==> config.mk <==
export PLATFORM = sky130hd
export DESIGN_NAME = mul_pipe_flat
export DESIGN_NICKNAME = d
export VERILOG_FILES = /design/src/rtl/mul_pipe_if.sv /design/src/rtl/mul_pipe.sv /design/src/flat_wrapper.sv
export SDC_FILE = /design/constraint.sdc
export NUM_CORES = 2
export LEC_CHECK = 0
export BUFFER_PORTS_ARGS = -buffer_cell sky130_fd_sc_hd__buf_4
export CAP_MARGIN = 10
export CORE_ASPECT_RATIO = 0.6
export CORE_MARGIN = 1
export CORE_UTILIZATION = 60
export CTS_CLUSTER_DIAMETER = 50
export DETAILED_ROUTE_END_ITERATION = 10
export GPL_TIMING_DRIVEN = 0
export HOLD_SLACK_MARGIN = 0.02
export PLACE_DENSITY = 0.74
export SETUP_SLACK_MARGIN = 0.05
export SLEW_MARGIN = 10
export SYNTH_ARGS = -nofsm -noshare
export SYNTH_HDL_FRONTEND = slang
export SYNTH_SLANG_ARGS = --single-unit
==> constraint.sdc <==
create_clock -name clk -period 11.45 [get_ports clk]
set_input_delay 2.29 -clock clk [delete_from_list [all_inputs] [get_ports clk]]
set_output_delay 2.29 -clock clk [all_outputs]
set_load 0.01 [all_outputs]
==> src/rtl/mul_pipe_if.sv <==
// -----------------------------------------------------------------------------
// mul_pipe_if
// Request/response bundle for the pipelined RV multiplier.
//   request : in_valid/in_ready handshake, in_op, in_rs1, in_rs2,
//             in_rd_addr, in_tag, in_instr, flush
//   response: out_valid/out_ready handshake, out_data, out_rd_addr,
//             out_rd_wr_en, out_tag, out_instr, busy
// Modports:
//   master - the issuing side (decode / testbench)
//   slave  - the multiplier itself
// -----------------------------------------------------------------------------
interface mul_pipe_if #(
  parameter int XLEN  = 32,
  parameter int TAG_W = 32
);
  logic             in_valid;
  logic             in_ready;
  logic [1:0]       in_op;
  logic [XLEN-1:0]  in_rs1;
  logic [XLEN-1:0]  in_rs2;
  logic [4:0]       in_rd_addr;
  logic [TAG_W-1:0] in_tag;
  logic [31:0]      in_instr;
  logic             flush;
  logic             out_valid;
  logic             out_ready;
  logic [XLEN-1:0]  out_data;
  logic [4:0]       out_rd_addr;
  logic             out_rd_wr_en;
  logic [TAG_W-1:0] out_tag;
  logic [31:0]      out_instr;
  logic             busy;

  modport master (
    output in_valid, in_op, in_rs1, in_rs2, in_rd_addr, in_tag, in_instr,
           flush, out_ready,
    input  in_ready, out_valid, out_data, out_rd_addr, out_rd_wr_en,
           out_tag, out_instr, busy
  );

  modport slave (
    input  in_valid, in_op, in_rs1, in_rs2, in_rd_addr, in_tag, in_instr,
           flush, out_ready,
    output in_ready, out_valid, out_data, out_rd_addr, out_rd_wr_en,
           out_tag, out_instr, busy
  );
endinterface

==> src/rtl/mul_pipe.sv <==
// -----------------------------------------------------------------------------
// mul_pipe
// Fully pipelined RV M-extension multiplier (MUL, MULH, MULHSU, MULHU) with
// valid/ready on both sides and bubble-collapsing stage advance.
//
// Ports:
//   clk    - clock
//   rst_n  - asynchronous active-low reset
//   bus    - mul_pipe_if.slave (request, response, flush, busy)
//
// Parameters:
//   XLEN   - operand/result width
//   STAGES - pipeline depth, legal 2..6; accept-to-result latency in cycles
//   TAG_W  - instruction tag width
//
// Build option:
//   MUL_SKID_EN - adds a one-entry skid buffer after the last stage, which
//                 removes the combinational out_ready -> in_ready path and
//                 raises capacity to STAGES+1.
//
// Stage layout: S0 holds the extended operands, S1 the product (multiplier
// may be retimed across S1..S(STAGES-1)), the last stage selects the result.
// -----------------------------------------------------------------------------
module mul_pipe #(
  parameter int XLEN   = 32,
  parameter int STAGES = 3,
  parameter int TAG_W  = 32
) (
  input  logic      clk,
  input  logic      rst_n,
  mul_pipe_if.slave bus
);

  localparam int LAST = STAGES - 1;
  localparam int PW   = 2 * XLEN;

  typedef enum logic [1:0] {
    OP_MUL    = 2'b00,
    OP_MULH   = 2'b01,
    OP_MULHSU = 2'b10,
    OP_MULHU  = 2'b11
  } op_e;

  typedef struct packed {
    logic [4:0]       rd_addr;
    logic [TAG_W-1:0] tag;
    logic [31:0]      instr;
  } meta_t;

  typedef struct packed {
    op_e   op;
    meta_t meta;
  } ctrl_t;

  logic [STAGES-1:0] valid_q, valid_d, load;
  ctrl_t             ctrl_q [STAGES];
  ctrl_t             ctrl_d [STAGES];
  logic [XLEN:0]     a_q, a_d, b_q, b_d;
  logic [PW-1:0]     prod_q [1:LAST];
  logic [PW-1:0]     prod_d [1:LAST];
  logic [PW-1:0]     a_ext, b_ext;
  logic [XLEN-1:0]   last_data;
  logic              last_go;   // last stage may hand its entry onward
  logic              accept;

  // A stage may load when it, or any stage downstream of it, has a hole, or
  // when the last stage is draining. This is the ripple of
  // "empty or advancing" written without a combinational self-reference.
  for (genvar k = 0; k < STAGES; k++) begin : g_load
    assign load[k] = last_go | ~(&valid_q[LAST:k]);
  end

  assign bus.in_ready = load[0] & ~bus.flush;
  assign accept       = bus.in_valid & bus.in_ready;

  // S0: operand extension. rs1 is signed except for MULHU, rs2 is signed
  // only for MUL/MULH (op[1] clear).
  assign valid_d[0] = load[0] ? accept : valid_q[0];
  assign ctrl_d[0]  = load[0] ? ctrl_t'{op:   op_e'(bus.in_op),
                                        meta: meta_t'{rd_addr: bus.in_rd_addr,
                                                      tag:     bus.in_tag,
                                                      instr:   bus.in_instr}}
                              : ctrl_q[0];
  assign a_d = load[0] ? {bus.in_rs1[XLEN-1] & (bus.in_op != OP_MULHU), bus.in_rs1} : a_q;
  assign b_d = load[0] ? {bus.in_rs2[XLEN-1] & ~bus.in_op[1], bus.in_rs2} : b_q;

  // Only the low 2*XLEN bits of the (XLEN+1)x(XLEN+1) signed product are ever
  // selected, so sign-extending to 2*XLEN and multiplying modulo 2^(2*XLEN)
  // yields exactly those bits.
  assign a_ext = {{(PW-XLEN-1){a_q[XLEN]}}, a_q};
  assign b_ext = {{(PW-XLEN-1){b_q[XLEN]}}, b_q};

  for (genvar k = 1; k < STAGES; k++) begin : g_stage
    assign valid_d[k] = load[k] ? valid_q[k-1] : valid_q[k];
    assign ctrl_d[k]  = load[k] ? ctrl_q[k-1]  : ctrl_q[k];
    if (k == 1) begin : g_mul
      assign prod_d[k] = load[k] ? a_ext * b_ext : prod_q[k];
    end else begin : g_carry
      assign prod_d[k] = load[k] ? prod_q[k-1] : prod_q[k];
    end
  end

  // NOTE: sequential state is updated with non-blocking assignments only, so
  // every stage samples its neighbour's pre-edge value.
  // NOTE: data registers are reset as well as valids because the response
  // fields must read zero while in reset; flush only touches valid bits.
  always_ff @(posedge clk or negedge rst_n) begin
    if (!rst_n) begin
      valid_q <= '0;
      ctrl_q  <= '{default: '0};
      a_q     <= '0;
      b_q     <= '0;
      prod_q  <= '{default: '0};
    end else begin
      valid_q <= bus.flush ? '0 : valid_d;
      ctrl_q  <= ctrl_d;
      a_q     <= a_d;
      b_q     <= b_d;
      prod_q  <= prod_d;
    end
  end

  assign last_data = (ctrl_q[LAST].op == OP_MUL) ? prod_q[LAST][XLEN-1:0]
                                                 : prod_q[LAST][PW-1:XLEN];

  meta_t out_meta;

`ifdef MUL_SKID_EN
  logic            skid_valid_q;
  logic [XLEN-1:0] skid_data_q;
  meta_t           skid_meta_q;

  // The last stage keeps moving while the skid is free: its entry either
  // leaves on out_ready or parks in the skid.
  assign last_go = ~skid_valid_q;

  always_ff @(posedge clk or negedge rst_n) begin
    if (!rst_n) begin
      skid_valid_q <= 1'b0;
      skid_data_q  <= '0;
      skid_meta_q  <= '0;
    end else begin
      if (bus.flush)         skid_valid_q <= 1'b0;
      else if (skid_valid_q) skid_valid_q <= ~bus.out_ready;
      else                   skid_valid_q <= valid_q[LAST] & ~bus.out_ready;
      if (!skid_valid_q) begin
        skid_data_q <= last_data;
        skid_meta_q <= ctrl_q[LAST].meta;
      end
    end
  end

  assign bus.out_valid = skid_valid_q | valid_q[LAST];
  assign bus.out_data  = skid_valid_q ? skid_data_q : last_data;
  assign out_meta      = skid_valid_q ? skid_meta_q : ctrl_q[LAST].meta;
  assign bus.busy      = skid_valid_q | (|valid_q);
`else
  assign last_go       = bus.out_ready;
  assign bus.out_valid = valid_q[LAST];
  assign bus.out_data  = last_data;
  assign out_meta      = ctrl_q[LAST].meta;
  assign bus.busy      = |valid_q;
`endif

  assign bus.out_rd_wr_en = bus.out_valid;
  assign bus.out_rd_addr  = out_meta.rd_addr;
  assign bus.out_tag      = out_meta.tag;
  assign bus.out_instr    = out_meta.instr;

endmodule

==> src/flat_wrapper.sv <==
// flat-port wrapper written by rule: the top's interface ports become plain ports
module mul_pipe_flat 
#(
  parameter int XLEN   = 32,
  parameter int STAGES = 3,
  parameter int TAG_W  = 32
)
  (clk, rst_n, bus_in_valid, bus_in_op, bus_in_rs1, bus_in_rs2, bus_in_rd_addr, bus_in_tag, bus_in_instr, bus_flush, bus_out_ready, bus_in_ready, bus_out_valid, bus_out_data, bus_out_rd_addr, bus_out_rd_wr_en, bus_out_tag, bus_out_instr, bus_busy);
  mul_pipe_if #(.XLEN(XLEN), .TAG_W(TAG_W)) bus_i ();
  input  logic clk;
  input  logic rst_n;
  input wire logic [$bits(bus_i.in_valid)-1:0] bus_in_valid;
  input wire logic [$bits(bus_i.in_op)-1:0] bus_in_op;
  input wire logic [$bits(bus_i.in_rs1)-1:0] bus_in_rs1;
  input wire logic [$bits(bus_i.in_rs2)-1:0] bus_in_rs2;
  input wire logic [$bits(bus_i.in_rd_addr)-1:0] bus_in_rd_addr;
  input wire logic [$bits(bus_i.in_tag)-1:0] bus_in_tag;
  input wire logic [$bits(bus_i.in_instr)-1:0] bus_in_instr;
  input wire logic [$bits(bus_i.flush)-1:0] bus_flush;
  input wire logic [$bits(bus_i.out_ready)-1:0] bus_out_ready;
  output wire logic [$bits(bus_i.in_ready)-1:0] bus_in_ready;
  output wire logic [$bits(bus_i.out_valid)-1:0] bus_out_valid;
  output wire logic [$bits(bus_i.out_data)-1:0] bus_out_data;
  output wire logic [$bits(bus_i.out_rd_addr)-1:0] bus_out_rd_addr;
  output wire logic [$bits(bus_i.out_rd_wr_en)-1:0] bus_out_rd_wr_en;
  output wire logic [$bits(bus_i.out_tag)-1:0] bus_out_tag;
  output wire logic [$bits(bus_i.out_instr)-1:0] bus_out_instr;
  output wire logic [$bits(bus_i.busy)-1:0] bus_busy;
  assign bus_i.in_valid = bus_in_valid;
  assign bus_i.in_op = bus_in_op;
  assign bus_i.in_rs1 = bus_in_rs1;
  assign bus_i.in_rs2 = bus_in_rs2;
  assign bus_i.in_rd_addr = bus_in_rd_addr;
  assign bus_i.in_tag = bus_in_tag;
  assign bus_i.in_instr = bus_in_instr;
  assign bus_i.flush = bus_flush;
  assign bus_i.out_ready = bus_out_ready;
  assign bus_in_ready = bus_i.in_ready;
  assign bus_out_valid = bus_i.out_valid;
  assign bus_out_data = bus_i.out_data;
  assign bus_out_rd_addr = bus_i.out_rd_addr;
  assign bus_out_rd_wr_en = bus_i.out_rd_wr_en;
  assign bus_out_tag = bus_i.out_tag;
  assign bus_out_instr = bus_i.out_instr;
  assign bus_busy = bus_i.busy;
  mul_pipe #(.XLEN(XLEN), .STAGES(STAGES), .TAG_W(TAG_W)) u_core (.clk(clk), .rst_n(rst_n), .bus(bus_i));
endmodule
==> out/results.txt <==
The flow ran to the end, but the final reports show violations. The checks that failed: capacitance limit, slew limit. Setup repair after global routing left no endpoint under its margin. STA classifies the critical path endpoint as a flop.

The final layout contains 7,687 nets. Counting I/O delays and the setup requirement, the final critical path takes 10,370 ps. The floorplan has 85 rows. Of all nets on the critical path, the largest fanout is 10. The die covers 91,700 um2. The share of post-route cells with drive strength above 1 came out at 0.0730.

Clock tree synthesis inserted a total of 45 buffers. 245 I/O pins were placed. The most used flip-flop cell after synthesis is sky130_fd_sc_hd__dfrtp_1.

The run gives 1080 ps as the post-placement worst setup slack. The number of max-capacitance violations reported was 1. The run gives 202 mm as the overall routed net length.

The count of buffers inserted at the top-level ports was 244; the net count after synthesis was 7,392. After synthesis the cells add up to 54,300 um2. The number of enable flip-flop cells after synthesis is 0, and the total congestion overflow is 0. The post-detailed-route count of antenna-violating nets was 0. The post-layout worst setup margin was 1080 ps.

Synthesis produced a netlist whose cell count is 5,915. In this run the mean area of a mapped cell was 9.18 um2. The wire-length estimate of the detail-placed layout is 167 mm. By area the synthesized netlist is led by sky130_fd_sc_hd__fa_1 41%, sky130_fd_sc_hd__dfrtp_1 19%, sky130_fd_sc_hd__nand2_1 11%, sky130_fd_sc_hd__inv_1 7.4%, sky130_fd_sc_hd__and2_1 6.3%.

The average detailed-routed wire length per instance was 27.0 um; the worst slew margin relative to its limit was -0.000461. Starting density of the core: 0.606. The critical path is of the flop to flop type. TritonCTS built the clock tree.

Setup violations remaining at the end of the flow were counted as 0. The initial antenna violation count is 18, and the area added between synthesis and finish is 9.38%. The maximum clock path buffer count came out at 3. Data on the critical path is required at its endpoint by 11,940 ps. In this run, synthesis produced a sequential element count of 410. For this run, the number of Yosys warnings is 0. The fill cell total of the finished layout came out at 7,548.

Of all cell types, the one taking the most synthesized area is sky130_fd_sc_hd__fa_1. In the routed design, unresolved DRC markers number 0. The fraction of the mapped netlist area in adder cells was 0.464; the mux contribution to synthesized area was 0.00684. The logs give 0.189 for the sequential-to-total area share from yosys stat and 10,860 ps for the critical path arrival.

Entering global routing, the biggest net connects 111 pins. Via count of the first global-routing pass: 43,183. STA classifies the critical path startpoint as a flop.

The total via count in the routed design came out at 42,840. By area, the combinational part of the netlist is dominated by adder cells. After clock tree synthesis, the clock-pin slew on the worst setup and hold paths is 60 ps.

The overall die height is 235 um, and the core area is 89,700 um2. The tools report the final core utilization as 0.662. The first global-routing pass estimated 294 mm of wire.

The global-route usage over all layers was 0.455. After the first detailed-routing iteration, the DRC count stood at 5,188. Total negative slack: 0 ps.

The class of the most critical hold timing path is flop to flop. In the routed layout, each cell is associated on average with a via count of 5.72. The count of pins over their slew limit is 8. The share of synthesized registers carrying an async set or reset came out at 1.00. The global placer's final weighted congestion came out at 1.08. The H-tree was split into 2 levels. For the pin with the worst max-slew slack, the measured transition is 1500 ps.

The width of the chip was 390 um. Clock tree synthesis found a total of 410 sinks. The fraction of post-synthesis cell area in the top cell type by area was 0.415; the number of library cell types mapped by synthesis was 60. The post-synthesis share of cell area spent on and, or, nand and nor gates came out at 0.192. The tools report the insertion delay to the later sink of the worst-skew pair as 650 ps.

Timing would allow up to 96.4 MHz. The number of hold buffers added after CTS was 0. The portion of the clock cycle consumed by the worst path in the final layout is 0.906. The synthesized-area fraction occupied by ao, oa, aoi and oai cells was 0.0293. The number of gates resized after CTS was 0. For the worst hold margin, the log shows 449 ps. On the final layout, the worst clock skew is 32.0 ps.

For this run, the detailed router's first-pass iteration total came to 6. Root buffer cell: sky130_fd_sc_hd__clkbuf_16. The final number of hold-violating endpoints came out at 0. The post-CTS setup repair buffer count was 0; the xor and xnor fraction of the mapped netlist area was 0.0127.
==> cell families after synthesis <==
group	count (synthesis)
AO/OA/AOI/OAI	253
multiplexers	33
XOR/XNOR	79
AND/OR/NAND/NOR	2347
flip-flops	410
adder cells (fa/ha/maj)	1337
buffers and inverters	1456
==> final timing paths <==
path / from / to / slack (ps) / cells past startpoint
setup / recovery: u_core.a_q[19] / u_core.prod_q[126] / 1080 / 27
hold / removal: u_core.ctrl_q[154] / u_core.ctrl_q[83] / 450 / 2
setup reg to reg: u_core.a_q[19] / u_core.prod_q[126] / 1080 / 27
hold reg to reg: u_core.ctrl_q[154] / u_core.ctrl_q[83] / 450 / 2
max in group asynchronous: rst_n / u_core.prod_q[70] / 8180 / 4
min in group asynchronous: rst_n / u_core.bus.out_tag[8] / 1580 / 1
==> through the flow <==
stage	instances	cell area, um2
3_3_place_gp	7377	57600
4_1_cts	7463	59300
3_5_place_dp	7381	57800
2_1_floorplan	5915	54300
6_report	7486	59400
5_1_grt	7465	59300
==> Yosys cell counts, types with 27 or more instances <==
master,n
sky130_fd_sc_hd__dfrtp_1,410
sky130_fd_sc_hd__a21oi_1,98
sky130_fd_sc_hd__o21ai_0,45
sky130_fd_sc_hd__nor2_1,73
sky130_fd_sc_hd__and2_1,548
sky130_fd_sc_hd__xor2_1,31
sky130_fd_sc_hd__clkbuf_1,308
sky130_fd_sc_hd__ha_1,212
sky130_fd_sc_hd__fa_1,1125
sky130_fd_sc_hd__buf_4,71
sky130_fd_sc_hd__nor2b_1,35
sky130_fd_sc_hd__a21o_1,27
sky130_fd_sc_hd__xnor2_1,48
sky130_fd_sc_hd__nand2_1,1616
sky130_fd_sc_hd__mux2_2,32
sky130_fd_sc_hd__inv_1,1073
==> state kept, by name (all words and copies together) (netlist names) <==
name / cells
u_core.a_q: 33
u_core.b_q: 33
u_core.bus.out_instr: 32
u_core.bus.out_rd_addr: 5
u_core.bus.out_tag: 32
u_core.ctrl_q: 144
u_core.prod_q: 128
u_core.valid_q: 3
==> per-layer routing <==
metal  up-vias  routed length, um  global-route usage
li1      17715                  -                   -
met1     21866              81600               0.659
met2      2784              78200               0.585
met3       469              32800               0.212
met4         6               9250               0.181
met5         -                184              0.0125
==> cell type report <==
type,count,area [um2],share of cell area
tap,1218,1520,0.0257
sequential,410,10300,0.173
inverter,1073,4030,0.0678
timing repair buffer,248,1950,0.0328
clock inverter,23,297,0.00499
clock buffer,59,1250,0.0210
buffer,383,1740,0.0293
antenna,23,57.6,0.000969
multi-input combinational,4049,38300,0.645
==> layout by cell type (no fill, tap or decap), types with 4 or more instances in the layout <==
cell / Yosys / layout
sky130_fd_sc_hd__o21a_1: 7 / 7
sky130_fd_sc_hd__clkbuf_8: 2 / 9
sky130_fd_sc_hd__o21ai_1: 11 / 11
sky130_fd_sc_hd__clkbuf_16: 0 / 45
sky130_fd_sc_hd__buf_4: 71 / 314
sky130_fd_sc_hd__inv_6: 0 / 4
sky130_fd_sc_hd__a21o_1: 27 / 27
sky130_fd_sc_hd__a211oi_1: 11 / 10
sky130_fd_sc_hd__diode_2: 0 / 23
sky130_fd_sc_hd__a21oi_1: 98 / 98
sky130_fd_sc_hd__buf_16: 0 / 4
sky130_fd_sc_hd__o21ai_0: 45 / 45
sky130_fd_sc_hd__clkbuf_2: 0 / 6
sky130_fd_sc_hd__nand4_1: 13 / 13
sky130_fd_sc_hd__a31oi_1: 9 / 9
sky130_fd_sc_hd__nand2_1: 1616 / 1616
sky130_fd_sc_hd__o21bai_1: 9 / 9
sky130_fd_sc_hd__and3_1: 8 / 8
sky130_fd_sc_hd__nand3_1: 16 / 16
sky130_fd_sc_hd__inv_1: 1073 / 1073
sky130_fd_sc_hd__xnor2_1: 48 / 48
sky130_fd_sc_hd__nor3_1: 11 / 11
sky130_fd_sc_hd__nand2b_1: 10 / 10
sky130_fd_sc_hd__ha_1: 212 / 212
sky130_fd_sc_hd__clkbuf_1: 308 / 309
sky130_fd_sc_hd__nor2_1: 73 / 73
sky130_fd_sc_hd__dfrtp_1: 410 / 410
sky130_fd_sc_hd__fa_1: 1125 / 1124
sky130_fd_sc_hd__o31ai_1: 6 / 6
sky130_fd_sc_hd__and2_1: 548 / 548
sky130_fd_sc_hd__inv_8: 0 / 4
sky130_fd_sc_hd__nor2b_1: 35 / 35
sky130_fd_sc_hd__clkinv_2: 0 / 7
sky130_fd_sc_hd__mux2_2: 32 / 32
sky130_fd_sc_hd__or3_1: 4 / 4
sky130_fd_sc_hd__xor2_1: 31 / 31
==> worst max-delay path: stages (launching register included) <==
cell and delay (ps):
sky130_fd_sc_hd__dfrtp_1 870, sky130_fd_sc_hd__clkbuf_1 990, sky130_fd_sc_hd__nand2_1 370, sky130_fd_sc_hd__fa_1 550, sky130_fd_sc_hd__fa_1 510, sky130_fd_sc_hd__inv_1 50, sky130_fd_sc_hd__fa_1 480, sky130_fd_sc_hd__inv_1 60
sky130_fd_sc_hd__fa_1 510, sky130_fd_sc_hd__fa_1 520, sky130_fd_sc_hd__inv_1 50, sky130_fd_sc_hd__fa_1 490, sky130_fd_sc_hd__fa_1 510, sky130_fd_sc_hd__inv_1 50, sky130_fd_sc_hd__fa_1 570, sky130_fd_sc_hd__inv_1 70
sky130_fd_sc_hd__ha_1 270, sky130_fd_sc_hd__clkbuf_1 220, sky130_fd_sc_hd__a21oi_1 370, sky130_fd_sc_hd__o21ai_0 180, sky130_fd_sc_hd__nor3_1 170, sky130_fd_sc_hd__nand3_1 290, sky130_fd_sc_hd__a31oi_1 880, sky130_fd_sc_hd__o21ai_1 310
sky130_fd_sc_hd__a31o_2 340, sky130_fd_sc_hd__a211oi_1 250, sky130_fd_sc_hd__xor2_1 190, sky130_fd_sc_hd__o21ai_1 80
Power is not shown: default switching activity piles up to over one toggle a cycle in this logic, so the estimate is an artifact.
